File: src/rtl/ifu_prefetch.sv
// rtl/ifu_prefetch.sv - instruction-fetch front end with prefetch queue and redirect flush
//
// Purpose: drives the fetch PC onto the instruction-memory port and captures the
// same-cycle instruction into a DEPTH-entry queue. The queue is handed to decode over
// a valid/ready handshake. A redirect loads a new fetch PC and flushes the queue.
//
// Optional feature: define IFU_ADDR_CHECK_EN to range/alignment-check every fetch address.
// A failing address halts fetch and raises the sticky fetch_err flag.
//
// Ports:
//   clk            in   clock, all state updates on the rising edge
//   reset          in   synchronous active-low reset
//   i_inst_addr    out  byte address presented to instruction memory (always fetch_pc)
//   i_inst_rdata   in   instruction for i_inst_addr, same cycle
//   redirect_valid in   load redirect_pc as the new fetch PC and flush the queue
//   redirect_pc    in   redirect target byte address
//   out_valid      out  head entry available to decode
//   out_ready      in   decode accepts the head entry
//   out_instr      out  head instruction (0 when out_valid is low)
//   out_pc         out  head instruction byte address (0 when out_valid is low)
//   fetch_err      out  sticky bad-fetch-address flag (0 unless IFU_ADDR_CHECK_EN)

module ifu_prefetch #(
  parameter int          DEPTH    = 4,
  parameter logic [31:0] RESET_PC = 32'h0000_3000,
  parameter int          IM_WORDS = 4096
) (
  input  logic        clk,
  input  logic        reset,
  output logic [31:0] i_inst_addr,
  input  logic [31:0] i_inst_rdata,
  input  logic        redirect_valid,
  input  logic [31:0] redirect_pc,
  output logic        out_valid,
  input  logic        out_ready,
  output logic [31:0] out_instr,
  output logic [31:0] out_pc,
  output logic        fetch_err
);

  localparam int AW = $clog2(DEPTH);

  if (DEPTH < 2 || (DEPTH & (DEPTH - 1)) != 0 || IM_WORDS < 1) begin : g_param_check
    $error("ifu_prefetch: DEPTH must be a power of two >= 2 and IM_WORDS >= 1");
  end

  typedef enum logic {RUN, HALT} state_t;

  state_t        state, state_next;
  logic [31:0]   fetch_pc;
  logic [AW-1:0] head, tail;
  logic [AW:0]   count;
  logic [31:0]   pc_mem    [DEPTH];
  logic [31:0]   instr_mem [DEPTH];

  logic pop, push, push_slot, fetch_ok, redirect_ok, fetch_fail;

`ifdef IFU_ADDR_CHECK_EN
  localparam logic [32:0] ADDR_LIMIT = {1'b0, RESET_PC} + 33'(IM_WORDS) * 33'd4;

  function automatic logic addr_ok(input logic [31:0] a);
    return (a[1:0] == 2'b00) && (a >= RESET_PC) && ({1'b0, a} < ADDR_LIMIT);
  endfunction

  assign fetch_ok    = addr_ok(fetch_pc);
  assign redirect_ok = addr_ok(redirect_pc);
`else
  assign fetch_ok    = 1'b1;
  assign redirect_ok = 1'b1;
`endif

  assign i_inst_addr = fetch_pc;
  assign out_valid   = (count != '0);
  assign out_pc      = out_valid ? pc_mem[head]    : 32'd0;
  assign out_instr   = out_valid ? instr_mem[head] : 32'd0;

  assign pop = out_valid & out_ready;

  // A free slot (or one freed by this cycle's pop) is needed; redirect suppresses the push.
  assign push_slot  = (state == RUN) & ((count < (AW+1)'(DEPTH)) | pop) & ~redirect_valid;
  assign push       = push_slot & fetch_ok;
  assign fetch_fail = push_slot & ~fetch_ok;

  // Fetch state register.
  always_ff @(posedge clk) begin
    if (!reset) begin
      state <= RUN;
    end else begin
      state <= state_next;
    end
  end

  always_comb begin
    state_next = state;
    if (redirect_valid) begin
      state_next = redirect_ok ? RUN : HALT;
    end else if (fetch_fail) begin
      state_next = HALT;
    end
  end

`ifdef IFU_ADDR_CHECK_EN
  logic err_q, err_next;

  always_comb begin
    err_next = err_q;
    if (redirect_valid) begin
      err_next = ~redirect_ok;
    end else if (fetch_fail) begin
      err_next = 1'b1;
    end
  end

  always_ff @(posedge clk) begin
    if (!reset) begin
      err_q <= 1'b0;
    end else begin
      err_q <= err_next;
    end
  end

  assign fetch_err = err_q;
`else
  assign fetch_err = 1'b0;
`endif

  // Pointers, occupancy and fetch PC. A redirect flushes everything, including an entry
  // handed to decode in the same cycle.
  always_ff @(posedge clk) begin
    if (!reset) begin
      fetch_pc <= RESET_PC;
      head     <= '0;
      tail     <= '0;
      count    <= '0;
    end else if (redirect_valid) begin
      fetch_pc <= redirect_pc;
      head     <= '0;
      tail     <= '0;
      count    <= '0;
    end else begin
      if (push) begin
        tail     <= tail + AW'(1);
        fetch_pc <= fetch_pc + 32'd4;
      end
      if (pop) begin
        head <= head + AW'(1);
      end
      case ({push, pop})
        2'b10:   count <= count + (AW+1)'(1);
        2'b01:   count <= count - (AW+1)'(1);
        default: count <= count;
      endcase
    end
  end

  // Queue storage needs no reset; out_valid gates what is visible.
  always_ff @(posedge clk) begin
    if (push) begin
      pc_mem[tail]    <= fetch_pc;
      instr_mem[tail] <= i_inst_rdata;
    end
  end

endmodule

File: config.mk
export PLATFORM = sky130hd
export DESIGN_NAME = ifu_prefetch
export DESIGN_NICKNAME = d
export VERILOG_FILES = /design/src/rtl/ifu_prefetch.sv
export SDC_FILE = /design/constraint.sdc
export NUM_CORES = 1
export LEC_CHECK = 0
export ABC_AREA = 1
export ABC_CLOCK_PERIOD_IN_PS = 5700
export BUFFER_PORTS_ARGS = -buffer_cell sky130_fd_sc_hd__buf_2
export CAP_MARGIN = 0
export CELL_PAD_IN_SITES_DETAIL_PLACEMENT = 0
export CELL_PAD_IN_SITES_GLOBAL_PLACEMENT = 1
export CORE_ASPECT_RATIO = 1.4
export CORE_MARGIN = 2
export CORE_UTILIZATION = 40
export DETAILED_ROUTE_END_ITERATION = 8
export PLACE_DENSITY_LB_ADDON = 0.1
export SLEW_MARGIN = 20
export SYNTH_ARGS = -nofsm -noshare
export SYNTH_HDL_FRONTEND = slang
export SYNTH_SLANG_ARGS = --single-unit
File: constraint.sdc
create_clock -name clk -period 5.7 [get_ports clk]
set_input_delay 1.14 -clock clk [delete_from_list [all_inputs] [get_ports clk]]
set_output_delay 1.14 -clock clk [all_outputs]
set_load 0.005 [all_outputs]
## Word level (Yosys, flattened, before mapping)

Memory sizes are Yosys's and may differ from the RTL's. A register that Yosys moved wholly into a read port is not among the register bits.
Index checks and enable logic that the tools add are counted.

| word-level totals | value |
|---|---|
| register bits | 39 |
| memory bits (writable) | 256 |
| input port bits | 68 |
| output and inout port bits | 98 |
| memories kept | 2 |

Memory list:

| memory | depth | bits a word | rd ports | clocked after Yosys merged registers in | write ports | line | text |
|---|---|---|---|---|---|---|---|
| instr_mem | 4 | 32 | 1 | 1 | 1 | 54 | `logic [31:0] instr_mem [DEPTH];` |
| pc_mem | 4 | 32 | 1 | 1 | 1 | 53 | `logic [31:0] pc_mem [DEPTH];` |

| operators by class | value |
|---|---|
| add/sub/neg operators | 5 |
| $lt $le $gt $ge | 1 |
| equal/unequal tests | 2 |
| mux-type cells | 11 |
| bitwise logic cells | 5 |
| reduce and logical (&&, ||, !) cells | 4 |

Operator list:

| operator | count |
|---|---|
| $mux 32 | 4 |
| $add 32x3->32 const B | 1 |
| $mux 2 | 4 |
| $pmux 3 s2 | 1 |
| $add 2x1->2 const B | 2 |
| $reduce_bool 2->1 | 2 |
| $add 3x1->3 const B | 1 |
| $lt 3x3->1 const B | 1 |
| $reduce_bool 3->1 | 1 |
| $sub 3x1->3 const B | 1 |
| $and 1x1->1 | 2 |
| $eq 2x1->1 const B | 1 |
| $eq 2x2->1 const B | 1 |
| $mux 1 | 2 |
| $not 1->1 | 2 |
| $reduce_or 2->1 | 1 |
| $or 1x1->1 | 1 |

## Depth between registers and ports, before layout

Gate-level depths: netlist (run 1).

| logic depth | value |
|---|---|
| depth after elaboration | 6 |
| depth in mapped cells | 11 |

## Worst setup path after synthesis (run 1)

OpenSTA, ideal clock, no wires.

| timing path | value |
|---|---|
| kind | input port to flip-flop |
| from | in redirect_valid |
| to | mem instr_mem[0][0], enable pin |
| data arrival time | 4.343 ns |
| path slack | 0.871 ns |
| stages | 5 |
| buffers on the path | 2 |
| path through | buf_4 -> inv_1 -> nand2_4 -> buf_2 -> nor2_1 |

| on the way | value |
|---|---|
| word-level cells in the longest chain between the ends | 4 |

RTL lines:

| what | line | text |
|---|---|---|
| start, declared | 32 | `input logic redirect_valid,` |
| $not 1->1 | 80 | `assign push_slot = (state == RUN) & ((count < (AW+1)'(DEPTH)) \| pop) & ~redirect_valid;` |
| $and 1x1->1 | 80 |  |
| $mux 1 | 158 | `if (push) begin` |
| $mux 1 (not written as such) | 160 | `instr_mem[tail] <= i_inst_rdata;` |
| end, declared | 54 |  |

Every way passes these cells.

==> impl_metrics.tcl, run 1 <==
set metrics [dict create \
    area_growth_pct 17.5 \
    worst_setup_path_start_kind "register" \
    fmax_mhz 240 \
    postCtsSetupBuffers 0 \
    worst_ir_drop_vdd_mv 0.207 \
    gp_congestion 0.780 \
    core_sq_um 30600 \
    antenna_found_initial 0 \
    netlist_instances 1156 \
    drt-wirelength-per-cell_microns 18.0 \
    final_cell_mix "nor2_1 (299), edfxtp_1 (256), buf_2 (164)" \
    viasPerCell 5.08 \
    tightest_slew_ns 1.05 \
    hold_path.class "register to register" \
    clock_sinks 297 \
    cp_max_fo 65 \
    die_area_sq_um 32500 \
    pin_count 166 \
    finClkSkew_ns 0.0108 \
    cts_tree "done" \
    r2r_slack_ns 3.37 \
    vias 8704 \
    layoutNonFillerInstCount 1713 \
    hold_buffers 0 \
    wirelength_microns 30800 \
    clock_path_buffers 3 \
    row_count 76 \
    initial_utilization_pct 40.5 \
    cts_resized 0 \
    ys_seq_area_share_pct 68.6 \
    first_pass_iters 5 \
    numCtsBuffers 29 \
    mostFrequentLayoutCell "nor2_1" \
    slew_violations 0 \
    die_w_microns 153 \
    syn_avg_cell_area_sq_um 10.7 \
    final_hold_viol_count 0 \
    leakage_uw 0.00546 \
    clk_pin_slew_ns 0.06 \
    cp_data_required_time_ns 4.56 \
    grt_setup_unrepaired "false" \
    relSlewSlack_pct 29.9 \
    synthFlopType "edfxtp_1" \
    syn_nets 1231 \
    async_flop_share_pct 0 \
    yosys_warnings 0 \
    ant_nets 0 \
    port_buffers 164 \
    pwr_density_cell_nw_per_um2 328 \
    grt_pass1_vias 8371 \
    cp-end-kind "output pin" \
    synth_area_sq_um 12400 \
    setup_tns_ns 0 \
    finalCritPeriodShare_pct 73.2 \
    insertion_delay_ns 0.55 \
    hpwlAfterDp_microns 17700 \
    grt_start_max_net_pins 86 \
    n_antenna_cell 0 \
    multiInputGateArea_sq_um 3430 \
    htree_levels 1 \
    crit_type "register to output pin" \
    drt_iter0_markers 503 \
    cp_data_arrival_time_ns 3.03 \
    grt_pass1_wl_microns 47000 \
    post-route-drc-count 0 \
    critPathCapture "out_pc[22]" \
    holdPathStages 2 \
    final_nets 1376 \
    min_period_ns 4.17 \
    fill_cells 2909 \
    die_h_microns 212 \
    grt_usage_pct 18.7 \
    max-cap-violations 0 \
    setup_viol 0 \
    regArea_sq_um 8510 \
    root_buffer "clkbuf_16" \
    synth_seq_cells 297 \
    place_inst 1660 \
    timing.rr.end "pc_mem[3][1]" \
    timing.rr.start "count[2]" \
    drive_gt1_share_pct 18.9 \
    yosysUniqueCellTypes 37 \
    synth_edf_count 256 \
    reg2reg_depth 4 \
    status "finished, final reports clean" \
    grt_overflow 0 \
]
[synth_stat cells (all sizes together) (6+ instances only)]
master	number	area (sq um)
inv	59	221
nand2	99	397
nor3	7	40.0
dfxtp	41	821
edfxtp	256	7690
a21oi	97	489
ha	6	75.1
clkbuf	24	90.1
a22oi	10	75.1
nor2	311	1220
buf	38	188
o21ai	146	731
nand3	36	180
[through the flow]
stage	util (%)	cell area [sq um]	total power [uW]	worst slack [ns]	hold slack, ns
5_1_grt	47.6	14600	4970	1.27	0.500
3_3_place_gp	44.4	13600	2870	2.07	0.444
3_5_place_dp	44.4	13600	2880	2.08	0.449
2_1_floorplan	-	12400	2710	0.871	0.436
6_report	47.6	14600	4790	1.53	0.465
4_1_cts	47.6	14600	4840	1.48	0.462
[registers in the layout, indices dropped and copies added (netlist names), named ones only]
name / cells
instr_mem: 128
head: 2
count: 3
tail: 2
pc_mem: 128
i_inst_addr: 32
[area by class of cell]
type,count,area share (%)
Timing Repair Buffer,176,6.33
Clock buffer,38,5.84
Tap cell,390,3.35
Multi-Input combinational cell,737,23.5
Sequential cell,297,58.4
Clock inverter,15,1.02
Inverter,60,1.56
[cells by family after synthesis]
group,after synthesis,synth area share (%)
and+or+nand+nor,460,15.1
DFF,297,68.6
other,1,0.0302
buffers and inverters,122,4.05
adders and majority gates,7,0.766
AOI/OAI and AO/OA,269,11.4
[routing by layer]
metal / global-route usage, % / up-vias / part of all wire [%]
met5: 0 / - / 0
met2: 32.8 / 198 / 50
met3: 2.51 / 47 / 4.4
met4: 5.97 / 0 / 2.4
met1: 24.0 / 4163 / 43
li1: - / 4296 / -
[worst min-delay path by stage]
stage                  from       end
floorplan           head[1]  register
CTS                 head[1]  register
global placement    head[1]  register
detailed placement  head[1]  register
finish              head[1]  register
global route        head[1]  register
[worst max-delay path: stages (launching register included)]
cell and delay [ns]:
dfxtp_4 0.35, buf_4 0.59, buf_4 0.72, nor2_1 0.11, nor2_1 0.10, o21ai_0 0.09
a21oi_1 0.31, buf_2 0.18
[where the power goes]
part | internal (uW) | total [uW] | switching [uW]
clock | 1180 | 1970 | 787
sequential | 2440 | 2500 | 52.3
combinational | 112 | 325 | 213
(Power assumes the default switching activity.)
==> inputs of run 2 (changes only) <==
--- a/config.mk
+++ b/config.mk
@@ -6,7 +6,7 @@
 export NUM_CORES = 1
 export LEC_CHECK = 0
 export ABC_AREA = 1
-export ABC_CLOCK_PERIOD_IN_PS = 5700
+export ABC_CLOCK_PERIOD_IN_PS = 4200
 export BUFFER_PORTS_ARGS = -buffer_cell sky130_fd_sc_hd__buf_2
 export CAP_MARGIN = 0
 export CELL_PAD_IN_SITES_DETAIL_PLACEMENT = 0
==> constraint.sdc (replaced) <==
create_clock -name clk -period 4.2 [get_ports clk]
set_input_delay 0.84 -clock clk [delete_from_list [all_inputs] [get_ports clk]]
set_output_delay 0.84 -clock clk [all_outputs]
set_load 0.005 [all_outputs]
==> run 2 against run 1 <==
  * Combinational power rose by 39%
  * Routed wire length rose by 0.77%
  * Critical endpoint is now out_pc[23]
  * Global-route usage barely moved
  * Utilization rose by 0.49 points
  * Total power rose by 40%
  * Register-to-register slack got worse by 1.4 ns
  * Largest power group unchanged
  * Final cell count rose by 0.29%
  * Non-clock buffer count rose by 2
==> impl_metrics.tcl, run 2 (synthesis gave the netlist of run 1 again) <==
set metrics [dict create \
    leakage_uw 0.00551 \
    grt_overflow 0 \
    cts_tree "done" \
    fmax_mhz 319 \
    finClkSkew_ns 0.0120 \
    htree_levels 1 \
    slew_violations 0 \
    antenna_found_initial 0 \
    relSlewSlack_pct 39.5 \
    clock_sinks 297 \
    hold_buffers 0 \
    cp_data_arrival_time_ns 2.29 \
    final_cell_mix "nor2_1 (299), edfxtp_1 (256), buf_2 (164)" \
    final_nets 1379 \
    cts_resized 0 \
    drive_gt1_share_pct 19.1 \
    numCtsBuffers 30 \
    hpwlAfterDp_microns 17400 \
    holdWs_ns 0.458 \
    die_area_sq_um 32500 \
    mostFrequentLayoutCell "nor2_1" \
    setup_tns_ns 0 \
    tightest_slew_ns 0.908 \
    post-route-drc-count 0 \
    cp_max_fo 128 \
    gp_congestion 0.775 \
    ant_nets 0 \
    n_antenna_cell 0 \
    setup_viol 0 \
    grt_start_max_net_pins 129 \
    first_pass_iters 5 \
    totalPowerFinal_uw 6690 \
    status "finished, final reports clean" \
    cp_data_required_time_ns 3.36 \
    wirelength_microns 31000 \
    r2r_slack_ns 1.98 \
    area_growth_pct 18.7 \
    worst_ir_drop_vdd_mv 0.253 \
    grt_pass1_vias 8453 \
    place_inst 1662 \
    insertion_delay_ns 0.55 \
    pwr_density_cell_nw_per_um2 454 \
    crit_type "register to output pin" \
    finalCritPeriodShare_pct 74.6 \
    root_buffer "clkbuf_16" \
    fill_cells 2861 \
    drt-wirelength-per-cell_microns 18.0 \
    cp-end-kind "output pin" \
    drt_iter0_markers 405 \
    viasPerCell 5.07 \
    grt_setup_unrepaired "false" \
    die_h_microns 212 \
    clk_pin_slew_ns 0.06 \
    postCtsSetupBuffers 0 \
    port_buffers 164 \
    layoutNonFillerInstCount 1718 \
    hold_path.class "register to register" \
    final_hold_viol_count 0 \
    max-cap-violations 0 \
    core_sq_um 30600 \
    clock_path_buffers 3 \
    worst_setup_path_start_kind "register" \
    row_count 76 \
    min_period_ns 3.13 \
    vias 8707 \
    initial_utilization_pct 40.5 \
    grt_usage_pct 18.6 \
    grt_pass1_wl_microns 47100 \
    pin_count 166 \
    die_w_microns 153 \
]
==> run 2: final cells by class <==
cell class              instances  area (sq um)  share of cell area, %
clock inverters                19           262                   1.77
flip-flops and latches        297          8510                   57.8
repair buffers                178          1000                   6.82
multi-input cells             737          3430                   23.3
well taps                     390           488                   3.31
inverters                      60           226                   1.54
clock buffers                  37           808                   5.49
==> run 2: final timing paths <==
| kind | from | end | depth (start not counted) |
|---|---|---|---|
| max | register | out_pc[23] | 5 |
| max reg2reg | count[2] | count[2] | 10 |
| min reg2reg | head[1] | register | 2 |
| min | head[1] | register | 2 |
==> run 2: worst max-delay path: stages (launching register included) <==
cell,delay [ns]
dfxtp_4,0.35
clkinv_2,0.04
buf_6,0.61
o21ai_0,0.20
a21oi_1,0.27
buf_2,0.16
==> run 2: per-stage QoR <==
stage | setup WS (ns) | instance area (sq um) | utilization, %
finish | 1.07 | 14700 | 48.1
global route | 0.863 | 14700 | 48.1
CTS | 1.02 | 14700 | 48.1
detailed placement | 1.31 | 13700 | 44.6
global placement | 1.34 | 13700 | 44.6
floorplan | -0.329 | 12400 | -
==> run 2: per-layer routing <==
layer	global-route usage (%)	up-vias	wire (microns)
met5	0	-	0
met4	5.87	0	750
met3	2.85	51	1460
met2	33.2	202	15700
met1	23.4	4148	13100
li1	-	4306	-
==> run 2: report_power, final <==
part / internal, uW / switching, uW
combinational: 160 / 291
clock: 1740 / 1110
sequential: 3320 / 70.4
==> inputs of run 3 (changes only) <==
--- a/config.mk
+++ b/config.mk
@@ -6,7 +6,7 @@
 export NUM_CORES = 1
 export LEC_CHECK = 0
 export ABC_AREA = 1
-export ABC_CLOCK_PERIOD_IN_PS = 4200
+export ABC_CLOCK_PERIOD_IN_PS = 3250
 export BUFFER_PORTS_ARGS = -buffer_cell sky130_fd_sc_hd__buf_2
 export CAP_MARGIN = 0
 export CELL_PAD_IN_SITES_DETAIL_PLACEMENT = 0
==> constraint.sdc (replaced) <==
create_clock -name clk -period 3.25 [get_ports clk]
set_input_delay 0.65 -clock clk [delete_from_list [all_inputs] [get_ports clk]]
set_output_delay 0.65 -clock clk [all_outputs]
set_load 0.005 [all_outputs]
==> run 3 against run 2 <==
  * Total power increased by 22%
  * Die area stayed put
  * Clock skew increased by 0.0012 ns
  * Clock-buffer cell count increased by 4
  * Combinational power is 30% higher
  * Worst setup slack worse by 0.75 ns
==> impl_metrics.tcl, run 3 (synthesis gave the netlist of run 1 again) <==
set metrics [dict create \
    mostFrequentLayoutCell "nor2_1" \
    drt-wirelength-per-cell_microns 18.0 \
    p_seq_share_pct 53.4 \
    grt_pass1_vias 8389 \
    drive_gt1_share_pct 19.1 \
    port_buffers 164 \
    pin_count 166 \
    min_from "i_inst_rdata[8]" \
    whs_endpoint "instr_mem[0][8]" \
    setup_tns_ns 0 \
    crit_type "register to output pin" \
    max-cap-violations 0 \
    grt_overflow 0 \
    reg2reg_depth 9 \
    worst_setup_path_start_kind "register" \
    cts_tree "done" \
    cp_data_arrival_time_ns 2.28 \
    wirelength_microns 31000 \
    min_period_ns 2.93 \
    net-switching-power_uw 1890 \
    cp-end-kind "output pin" \
    grt_setup_unrepaired "false" \
    clock_sinks 297 \
    p_comb_share_pct 7.2 \
    initial_utilization_pct 40.5 \
    insertion_delay_ns 0.56 \
    highest_layer "met4" \
    clock_power_share_pct 39.4 \
    final_cell_mix "nor2_1 (299), edfxtp_1 (256), buf_2 (164)" \
    numCtsBuffers 29 \
    grt_start_max_net_pins 129 \
    htree_levels 1 \
    p_int_uw 6300 \
    fmax_mhz 341 \
    timing.rr.end "count[2]" \
    cts_resized 0 \
    n_antenna_cell 0 \
    wl_met1_microns 13100 \
    post-route-drc-count 0 \
    clock_path_buffers 3 \
    root_buffer "clkbuf_16" \
    first_pass_iters 4 \
    postCtsSetupBuffers 0 \
    slew_violations 0 \
    grt_pass1_wl_microns 47100 \
    status "finished, final reports clean" \
    pwr_density_cell_nw_per_um2 560 \
    finClkSkew_ns 0.0132 \
    timing.rr.start "count[2]" \
    swShare_pct 23.0 \
    cp_data_required_time_ns 2.60 \
    final_nets 1380 \
    route.met3.wl_microns 1560 \
    setup_viol 0 \
    core_sq_um 30600 \
    grt_usage_pct 18.7 \
    drt_iter0_markers 402 \
    ant_nets 0 \
    antenna_found_initial 0 \
    vias 8738 \
    hpwlAfterDp_microns 17400 \
    cp_max_fo 34 \
    die_area_sq_um 32500 \
    final_hold_viol_count 0 \
    hold_path.class "primary input to register" \
    relSlewSlack_pct 40.8 \
    r2r_slack_ns 1.18 \
    tightest_slew_ns 0.888 \
    die_w_microns 153 \
    row_count 76 \
    finalCritPeriodShare_pct 90.2 \
    totalPowerFinal_uw 8190 \
    worst_ir_drop_vdd_mv 0.402 \
    die_h_microns 212 \
    viasPerCell 5.09 \
    holdPathStages 1 \
    hold_buffers 0 \
    leakage_uw 0.00546 \
    met2WireLength_microns 15600 \
    area_growth_pct 17.8 \
    clk_pin_slew_ns 0.06 \
    gp_congestion 0.763 \
]
==> run 3: changes by cell type in the layout (fill, tap and decap cells not counted), sizes merged <==
cell,previous run,this run
bufinv,6,0
clkbuf,37,41
buf,178,180
==> run 3: worst max-delay path by stage <==
stage / cells after the start / to
after floorplan: 5 / instr_mem[0][0]
after global placement: 11 / count[2]
after detailed placement: 11 / count[2]
after CTS: 6 / out_pc[18]
after global routing: 6 / out_pc[25]
final: 6 / out_pc[18]
==> run 3: power groups by stage <==
stage | Clock [uW] | Combinational (uW) | Sequential (uW)
global route | 3440 | 666 | 4390
detailed placement | 0 | 600 | 4460
global placement | 0 | 597 | 4460
floorplan | 0 | 318 | 4430
finish | 3230 | 588 | 4380
CTS | 3310 | 602 | 4380
==> run 3: layer usage <==
metal,up-vias,GRT usage (%)
met3,44,2.79
met5,-,0
met2,211,33.3
li1,4308,-
met4,0,5.87
met1,4175,23.5
==> run 3: worst max-delay path: stages (launching register included) <==
cell	delay, ns
dfxtp_2	0.32
inv_2	0.57
buf_4	0.37
nor2_1	0.07
o21ai_0	0.08
a21oi_1	0.14
buf_2	0.16
==> run 3: stage by stage <==
step           hold WS, ns  instance area (sq um)  instances  util [%]  worst slack, ns
2_1_floorplan        0.436                  12400       1156         -          -0.0237
3_3_place_gp         0.443                  13700       1664      44.7            0.744
3_5_place_dp         0.446                  13700       1664      44.7            0.756
4_1_cts              0.285                  14600       1718      47.7            0.261
5_1_grt              0.293                  14600       1718      47.7            0.161
6_report             0.310                  14600       1718      47.7            0.319
==> run 3: cell type report <==
cell class	instances	area [sq um]
clock buffers	41	841
well taps	390	488
multi-input cells	737	3430
flip-flops and latches	297	8510
inverters	60	226
clock inverters	13	82.6
repair buffers	180	1030
fillers	2862	16000
